File: config.mk
export PLATFORM = sky130hd
export DESIGN_NAME = video_pattern_timing_gen
export DESIGN_NICKNAME = d
export VERILOG_FILES = /design/src/rtl/video_timing_pkg.sv /design/src/rtl/video_sync_counter.sv /design/src/rtl/video_pattern_timing_gen.sv
export SDC_FILE = /design/constraint.sdc
export NUM_CORES = 1
export LEC_CHECK = 0
export ABC_AREA = 1
export CAP_MARGIN = 5
export CORE_MARGIN = 2
export CORE_UTILIZATION = 29
export DETAILED_ROUTE_END_ITERATION = 16
export GPL_ROUTABILITY_DRIVEN = 0
export GPL_TIMING_DRIVEN = 0
export PLACE_DENSITY = 0.44
export SYNTH_ARGS = -nofsm -noshare
export SYNTH_HDL_FRONTEND = slang
export SYNTH_SLANG_ARGS = --single-unit
File: constraint.sdc
create_clock -name clk_dot -period 1.54 [get_ports clk_dot]
set_input_delay 0.462 -clock clk_dot [delete_from_list [all_inputs] [get_ports clk_dot]]
set_output_delay 0.462 -clock clk_dot [all_outputs]
set_load 0.03 [all_outputs]
File: src/rtl/video_timing_pkg.sv
// Shared types and constants for the video timing / test-pattern block.
//   pat_e        pattern encodings carried by mode_sel / mode_cur
//   BAR_TABLE    colour-bar palette, {R,G,B} on/off bits, index 0 = leftmost bar
//   pipe_ctl_t   control payload travelling alongside each pixel in the pipe
//   line_total   helper to derive H_TOTAL / V_TOTAL from the four segments
package video_timing_pkg;

  localparam int unsigned COORD_W = 16;
  localparam int unsigned FCNT_W  = 16;

  typedef enum logic [1:0] {
    PAT_BARS   = 2'd0,
    PAT_CHECK  = 2'd1,
    PAT_SCROLL = 2'd2,
    PAT_GRAD   = 2'd3
  } pat_e;

  // Entry 7 is the top slice: black, blue, red, magenta, green, cyan, yellow, white.
  localparam logic [7:0][2:0] BAR_TABLE = {
    3'b000, 3'b001, 3'b100, 3'b101, 3'b010, 3'b011, 3'b110, 3'b111
  };

  typedef struct packed {
    logic              de;
    logic              hs;
    logic              vs;
    logic              fs;
    pat_e              mode;
    logic [FCNT_W-1:0] fcnt;
  } pipe_ctl_t;

  function automatic int unsigned line_total(input int unsigned active,
                                             input int unsigned fp,
                                             input int unsigned sync,
                                             input int unsigned bp);
    return active + fp + sync + bp;
  endfunction

endpackage

File: src/rtl/video_sync_counter.sv
// Horizontal/vertical raster counters with enable hold.
// Ports:
//   clk_i, reset_i    pixel clock, synchronous active-high reset
//   enable_i          1 = advance counters, 0 = hold and report blanking
//   h_cnt_o, v_cnt_o  registered raster position
//   wrap_c_o          last pixel of the frame is current and enabled
//   de_c_o            position is inside the visible area (enabled)
//   hs_c_o, vs_c_o    position is inside the sync window (active-high sense)
module video_sync_counter
  import video_timing_pkg::*;
#(
  parameter int unsigned H_ACTIVE = 800,
  parameter int unsigned H_FP     = 40,
  parameter int unsigned H_SYNC   = 128,
  parameter int unsigned H_BP     = 88,
  parameter int unsigned V_ACTIVE = 600,
  parameter int unsigned V_FP     = 1,
  parameter int unsigned V_SYNC   = 4,
  parameter int unsigned V_BP     = 23
) (
  input  logic               clk_i,
  input  logic               reset_i,
  input  logic               enable_i,
  output logic [COORD_W-1:0] h_cnt_o,
  output logic [COORD_W-1:0] v_cnt_o,
  output logic               wrap_c_o,
  output logic               de_c_o,
  output logic               hs_c_o,
  output logic               vs_c_o
);

  localparam int unsigned H_TOTAL = line_total(H_ACTIVE, H_FP, H_SYNC, H_BP);
  localparam int unsigned V_TOTAL = line_total(V_ACTIVE, V_FP, V_SYNC, V_BP);
  localparam int unsigned HS_BEG  = H_ACTIVE + H_FP;
  localparam int unsigned HS_END  = H_ACTIVE + H_FP + H_SYNC;
  localparam int unsigned VS_BEG  = V_ACTIVE + V_FP;
  localparam int unsigned VS_END  = V_ACTIVE + V_FP + V_SYNC;

  logic [COORD_W-1:0] h_q, h_d;
  logic [COORD_W-1:0] v_q, v_d;
  logic               h_last;
  logic               v_last;

  assign h_last = (h_q == COORD_W'(H_TOTAL - 1));
  assign v_last = (v_q == COORD_W'(V_TOTAL - 1));

  // Next raster position; frozen while disabled.
  always_comb begin
    h_d = h_q;
    v_d = v_q;
    if (enable_i) begin
      if (h_last) begin
        h_d = '0;
        v_d = v_last ? '0 : v_q + COORD_W'(1);
      end else begin
        h_d = h_q + COORD_W'(1);
      end
    end
  end

  always_ff @(posedge clk_i) begin
    if (reset_i) begin
      h_q <= '0;
      v_q <= '0;
    end else begin
      h_q <= h_d;
      v_q <= v_d;
    end
  end

  // Raw decode; all of it reads as blanking while the raster is frozen.
  assign wrap_c_o = enable_i & h_last & v_last;
  assign de_c_o   = enable_i & (h_q < COORD_W'(H_ACTIVE)) & (v_q < COORD_W'(V_ACTIVE));
  assign hs_c_o   = enable_i & (h_q >= COORD_W'(HS_BEG)) & (h_q < COORD_W'(HS_END));
  assign vs_c_o   = enable_i & (v_q >= COORD_W'(VS_BEG)) & (v_q < COORD_W'(VS_END));

  assign h_cnt_o = h_q;
  assign v_cnt_o = v_q;

endmodule

File: src/rtl/video_pattern_timing_gen.sv
// Video timing generator with runtime-selectable test patterns.
// Ports:
//   clk_dot        pixel clock
//   reset          synchronous, active-high
//   enable         1 = run, 0 = freeze raster and blank outputs
//   mode_sel       requested pattern, taken at the frame boundary
//   vga_active     data enable
//   vga_hsync      hsync, active level HS_POL
//   vga_vsync      vsync, active level VS_POL
//   vga_pixel_rgb  {R,G,B}, COLOR_BITS each, zero outside the visible area
//   frame_start    one-cycle pulse with the first visible pixel of a frame
//   mode_cur       pattern shown on the current output pixel
//   frame_cnt      frames completed, aligned with the current output pixel
// Pipeline: counters -> stage1 (pattern compute) -> stage2 (outputs); every
// output is two clocks behind the counter value it describes.
module video_pattern_timing_gen
  import video_timing_pkg::*;
#(
  parameter int unsigned H_ACTIVE   = 800,
  parameter int unsigned H_FP       = 40,
  parameter int unsigned H_SYNC     = 128,
  parameter int unsigned H_BP       = 88,
  parameter int unsigned V_ACTIVE   = 600,
  parameter int unsigned V_FP       = 1,
  parameter int unsigned V_SYNC     = 4,
  parameter int unsigned V_BP       = 23,
  parameter int unsigned HS_POL     = 1,
  parameter int unsigned VS_POL     = 1,
  parameter int unsigned COLOR_BITS = 8
) (
  input  logic                    clk_dot,
  input  logic                    reset,
  input  logic                    enable,
  input  logic [1:0]              mode_sel,
  output logic                    vga_active,
  output logic                    vga_hsync,
  output logic                    vga_vsync,
  output logic [3*COLOR_BITS-1:0] vga_pixel_rgb,
  output logic                    frame_start,
  output logic [1:0]              mode_cur,
  output logic [15:0]             frame_cnt
);

  localparam int unsigned RGB_W  = 3 * COLOR_BITS;
  localparam int unsigned BAR_W  = H_ACTIVE / 8;
  localparam logic        HS_ACT = 1'(HS_POL);
  localparam logic        VS_ACT = 1'(VS_POL);

  localparam pipe_ctl_t CTL_IDLE = '{
    de:   1'b0,
    hs:   ~HS_ACT,
    vs:   ~VS_ACT,
    fs:   1'b0,
    mode: PAT_BARS,
    fcnt: '0
  };

  logic [COORD_W-1:0] h_cnt;
  logic [COORD_W-1:0] v_cnt;
  logic               wrap_c;
  logic               de_c;
  logic               hs_c;
  logic               vs_c;

  pat_e               mode_q, mode_d;
  logic [COORD_W-1:0] scroll_q, scroll_d;
  logic [FCNT_W-1:0]  fcnt_q, fcnt_d;

  pipe_ctl_t          s1_ctl_q, s1_ctl_d;
  logic [RGB_W-1:0]   s1_rgb_q, s1_rgb_d;
  pipe_ctl_t          s2_ctl_q;
  logic [RGB_W-1:0]   s2_rgb_q;

  logic [2:0]         bar_idx;
  logic [2:0]         bar_rgb;
  logic [7:0]         x8;
  logic [7:0]         y8;
  logic [7:0]         r8, g8, b8;

  video_sync_counter #(
    .H_ACTIVE (H_ACTIVE),
    .H_FP     (H_FP),
    .H_SYNC   (H_SYNC),
    .H_BP     (H_BP),
    .V_ACTIVE (V_ACTIVE),
    .V_FP     (V_FP),
    .V_SYNC   (V_SYNC),
    .V_BP     (V_BP)
  ) u_sync_counter (
    .clk_i    (clk_dot),
    .reset_i  (reset),
    .enable_i (enable),
    .h_cnt_o  (h_cnt),
    .v_cnt_o  (v_cnt),
    .wrap_c_o (wrap_c),
    .de_c_o   (de_c),
    .hs_c_o   (hs_c),
    .vs_c_o   (vs_c)
  );

  // Keep the top COLOR_BITS of an 8-bit channel value.
  function automatic logic [COLOR_BITS-1:0] chan_trunc(input logic [7:0] v);
    return COLOR_BITS'(v >> (8 - COLOR_BITS));
  endfunction

  // Frame-boundary state: pattern latch, frame counter, scroll column.
  always_comb begin
    mode_d   = mode_q;
    scroll_d = scroll_q;
    fcnt_d   = fcnt_q;
    if (wrap_c) begin
      mode_d   = pat_e'(mode_sel);
      fcnt_d   = fcnt_q + FCNT_W'(1);
      scroll_d = (scroll_q == COORD_W'(H_ACTIVE - 1)) ? '0 : scroll_q + COORD_W'(1);
    end
  end

  always_ff @(posedge clk_dot) begin
    if (reset) begin
      mode_q   <= PAT_BARS;
      scroll_q <= '0;
      fcnt_q   <= '0;
    end else begin
      mode_q   <= mode_d;
      scroll_q <= scroll_d;
      fcnt_q   <= fcnt_d;
    end
  end

  // Bar index from a ladder of constant comparators instead of a divide.
  always_comb begin
    bar_idx = 3'd0;
    for (int unsigned k = 1; k < 8; k++) begin
      if (h_cnt >= COORD_W'(k * BAR_W)) begin
        bar_idx = 3'(k);
      end
    end
  end

  assign bar_rgb = BAR_TABLE[bar_idx];
  assign x8      = h_cnt[7:0];
  assign y8      = v_cnt[7:0];

  // Stage 1: 8-bit channel values for the selected pattern.
  always_comb begin
    r8 = 8'h00;
    g8 = 8'h00;
    b8 = 8'h00;
    case (mode_q)
      PAT_BARS: begin
        r8 = {8{bar_rgb[2]}};
        g8 = {8{bar_rgb[1]}};
        b8 = {8{bar_rgb[0]}};
      end
      PAT_CHECK: begin
        r8 = {8{x8[5] ^ y8[5]}};
        g8 = r8;
        b8 = r8;
      end
      PAT_SCROLL: begin
        r8 = {8{(h_cnt == scroll_q) | (v_cnt == '0) |
                (v_cnt == COORD_W'(V_ACTIVE - 1))}};
        g8 = r8;
        b8 = r8;
      end
      PAT_GRAD: begin
        r8 = x8;
        g8 = y8;
        b8 = fcnt_q[7:0];
      end
    endcase
  end

  // Stage 1 payload; mode/frame count travel with the pixel they produced.
  always_comb begin
    s1_ctl_d      = CTL_IDLE;
    s1_ctl_d.de   = de_c;
    s1_ctl_d.hs   = hs_c ? HS_ACT : ~HS_ACT;
    s1_ctl_d.vs   = vs_c ? VS_ACT : ~VS_ACT;
    s1_ctl_d.fs   = de_c & (h_cnt == '0) & (v_cnt == '0);
    s1_ctl_d.mode = mode_q;
    s1_ctl_d.fcnt = fcnt_q;
    s1_rgb_d      = de_c ? {chan_trunc(r8), chan_trunc(g8), chan_trunc(b8)} : '0;
  end

  // Stage 1 and stage 2 registers.
  always_ff @(posedge clk_dot) begin
    if (reset) begin
      s1_ctl_q <= CTL_IDLE;
      s1_rgb_q <= '0;
      s2_ctl_q <= CTL_IDLE;
      s2_rgb_q <= '0;
    end else begin
      s1_ctl_q <= s1_ctl_d;
      s1_rgb_q <= s1_rgb_d;
      s2_ctl_q <= s1_ctl_q;
      s2_rgb_q <= s1_rgb_q;
    end
  end

  assign vga_active    = s2_ctl_q.de;
  assign vga_hsync     = s2_ctl_q.hs;
  assign vga_vsync     = s2_ctl_q.vs;
  assign frame_start   = s2_ctl_q.fs;
  assign mode_cur      = s2_ctl_q.mode;
  assign frame_cnt     = s2_ctl_q.fcnt;
  assign vga_pixel_rgb = s2_rgb_q;

endmodule

==> impl_metrics.yaml <==
global_routing:
  grt_pass1_vias: 6590
  grt_pass1_wl_um: 35400
  grt_max_degree: 18
  gr-total-overflow: 0
  grt.total_usage_pct: 17.0
  antenna_found_initial: 0
die:
  core-area_mm2: 0.0250
  dieArea_mm2: 0.0266
  initial_core_util_pct: 29.4
  rows: 58
  io_pins: 51
  die_w_um: 163
  die_h_um: 163
worst_setup_path:
  startpoint: "u_sync_counter.h_cnt_o[10]"
  r2r-start: "u_sync_counter.h_cnt_o[10]"
  worstPathCellList: "buf_6 > inv_6 > nor4_4 > nand2_1 > nor2_4 > nand2_4 > clkbuf_16 > nand2_2 > a21oi_2"
  cp-start-kind: "register"
  crit_path_max_incr_delay_ns: 0.38
  crit_required_ns: 1.84
  worst-path-stages: 9
  cp_top_family: "simple AND/OR/NAND/NOR gates"
  reg2regPathDepth: 9
  cp.buffers_inverters: 3
  crit_fanout: 7
  cp.arrival_ns: 2.07
  cp-end-kind: "register"
  critPathSlowestCell: "nor4_4"
  crit_type: "register to register"
synth:
  synthTopCellsByArea: "dfxtp_1 (43%), nand2_1 (11%), nor2_1 (8.5%), inv_1 (7.5%), a21oi_1 (4.3%)"
  synth_ff_type: "dfxtp_1"
  netlist_instances: 1044
  yosysTopAreaCell: "dfxtp_1"
  synthTopCellsByCount: "nand2_1 (223), nor2_1 (166), dfxtp_1 (158)"
  mappedNetlistArea_mm2: 0.00735
  synth_seq_cells: 158
  yosysMostFrequentCell: "nand2_1"
  ys_seq_area_share_pct: 43.0
  synth_fp_nets: 1056
  synth-edff-count: 0
  syn_avg_cell_area_um2: 7.04
  yosysWarnings: 0
  yosys.cell_types.count: 41
  async_reset_ff_share_pct: 0
  synth_top_area_share_pct: 43.0
final_layout:
  multi_input_area_mm2: 0.00425
  layout-area-overhead-vs-synth_pct: 46.2
  fillCellCount: 2564
  final_area_mm2: 0.0108
  fin_nets: 1201
  ff_latch_area_mm2: 0.00324
  num_antenna_cells: 0
  drive_above_1_share_pct: 35.1
  fin_util_pct: 42.9
sta:
  fin_crit_sh_pct: 115
  fmax_ghz: 0.567
  fin_crit_ns: 1.76
  skew_ns: 0.00922
  tightest_slew_ns: 0.760
  max-slew-margin-rel_pct: 49.2
  finalSetupViolations: 79
  slew_viol_final: 0
  rsz0062_at_grt: "true"
  timing.final.ws_setup_ns: -0.225
  hold_viol: 0
clocking:
  worstSkewPairLatency_ns: 0.43
  clock-sinks: 158
  clock_tree.root_cell: "clkbuf_16"
  path_clk_slew_ns: 0.07
  cts-htree-levels: 4
  cts_inserted_buffers: 17
  tritoncts: "done"
  postCtsHoldBufs: 0
  cts.path.max_buffers: 2
route:
  wl_met1_um: 10800
  top_layer_used: "met4"
  via_per_inst: 4.60
  met3_length_um: 774
  detail_route.wl_per_cell_um: 14.8
  drcViolationCount: 0
  finalWirelength_um: 22600
  ant_nets: 0
  first_pass_iters: 6
  initialDrtViolationCount: 418
  vias: 7040
  route.met2.wl_um: 10600
min_path:
  whs_path_depth: 3
  hold_start: "enable"
  min_path_type: "input pin to register"
outcome:
  status: "finished with violations"
  violations: "setup timing"
pwr:
  vdd_drop_max_mv: 0.476
  powerDensity_mw_per_mm2: 838
  p_leak_nw: 4.35
job:
  cap_violations: 0
place:
  placed_cell_area_mm2: 0.00832
  dpl.hpwl_um: 15600
  portBuffers: 49
==> final timing paths <==
check                              end  slack, ns
min          u_sync_counter.h_cnt_o[0]       0.38
max reg2reg                 fcnt_q[13]      -0.22
max                         fcnt_q[13]      -0.22
min reg2reg          vga_pixel_rgb[20]       0.40
==> where the power goes <==
part	total (mW)	switching (mW)	internal, mW
clock network	4.45	1.97	2.48
registers	4.17	0.0273	4.14
logic	0.392	0.259	0.133
==> repair_timing <==
| item | CTS | global route |
|---|---|---|
| pin swaps | 69 | 49 |
| cloned | 5 | 2 |
| buffers inserted | 39 | 34 |
| resized for setup | 327 | 188 |
| endpoints found under the setup margin | 203 | 126 |
==> cell type report <==
cell class	count	area share [%]
multi-input cells	692	39.5
clock buffers	17	3.96
plain buffers	34	2.93
clock inverters	15	1.82
flip-flops and latches	158	30.1
well taps	330	3.84
repair buffers	128	11.8
inverters	158	5.97
==> worst min-delay path, delay by kind of cell <==
family | cells | cell delay [ns]
simple gates | 1 | 0.08
compound gates | 1 | 0.06
buf+inv | 1 | 0.17
==> state kept, by name, summed over array words and instances (netlist names), 2 cells and up <==
signal	flops
fcnt_q	16
frame_cnt	16
mode_cur	2
mode_q	2
s1_ctl_q	22
s1_rgb_q	24
scroll_q	16
u_sync_counter.h_cnt_o	16
u_sync_counter.v_cnt_o	16
vga_pixel_rgb	24
==> metal layers <==
| metal | GRT usage [%] | up-vias |
|---|---|---|
| met5 | 0 | - |
| met4 | 5.03 | 0 |
| met3 | 2.84 | 20 |
| met2 | 27.7 | 131 |
| met1 | 23.1 | 3308 |
| li1 | - | 3581 |
==> logic make-up after synthesis <==
group | after synthesis | synth area share [%]
compound gates | 116 | 8.42
xor+xnor | 33 | 3.93
fa+ha+maj | 7 | 1.19
buf+inv | 194 | 11.0
flops | 158 | 43.0
simple gates | 536 | 32.5
==> stage by stage <==
| stage | instances | hold WS (ns) | power [mW] | setup WS, ns | setup TNS [ns] |
|---|---|---|---|---|---|
| floorplan | 1044 | 0.388 | 4.49 | -0.0196 | -0.374 |
| global placement | 1423 | 0.390 | 4.63 | -1.54 | -124.56 |
| detailed placement | 1423 | 0.393 | 4.64 | -1.54 | -127.31 |
| CTS | 1498 | 0.369 | 9.13 | -0.239 | -10.12 |
| global route | 1532 | 0.388 | 9.35 | -0.334 | -18.28 |
| finish | 1532 | 0.380 | 9.01 | -0.225 | -10.23 |
==> cells in the final DEF, fill, tap and decap left out, types with 13 or more instances in the layout <==
| cell | Yosys | routed |
|---|---|---|
| nand4_1 | 13 | 13 |
| clkdlybuf4s15_2 | 0 | 38 |
| nand2_1 | 223 | 175 |
| a21oi_1 | 63 | 31 |
| nand3_1 | 46 | 37 |
| buf_4 | 6 | 52 |
| dfxtp_1 | 158 | 120 |
| inv_1 | 147 | 132 |
| dfxtp_2 | 0 | 26 |
| nor2_4 | 2 | 25 |
| inv_2 | 10 | 13 |
| clkbuf_16 | 0 | 18 |
| buf_6 | 6 | 35 |
| a21oi_2 | 0 | 29 |
| o21ai_0 | 38 | 30 |
| nor2_2 | 6 | 15 |
| nand2_4 | 2 | 15 |
| nor2_1 | 166 | 134 |
| nand2_2 | 6 | 38 |
| nand3b_1 | 18 | 18 |
| xor2_1 | 33 | 33 |
| nor3_1 | 34 | 25 |
(Power assumes the default switching activity.)
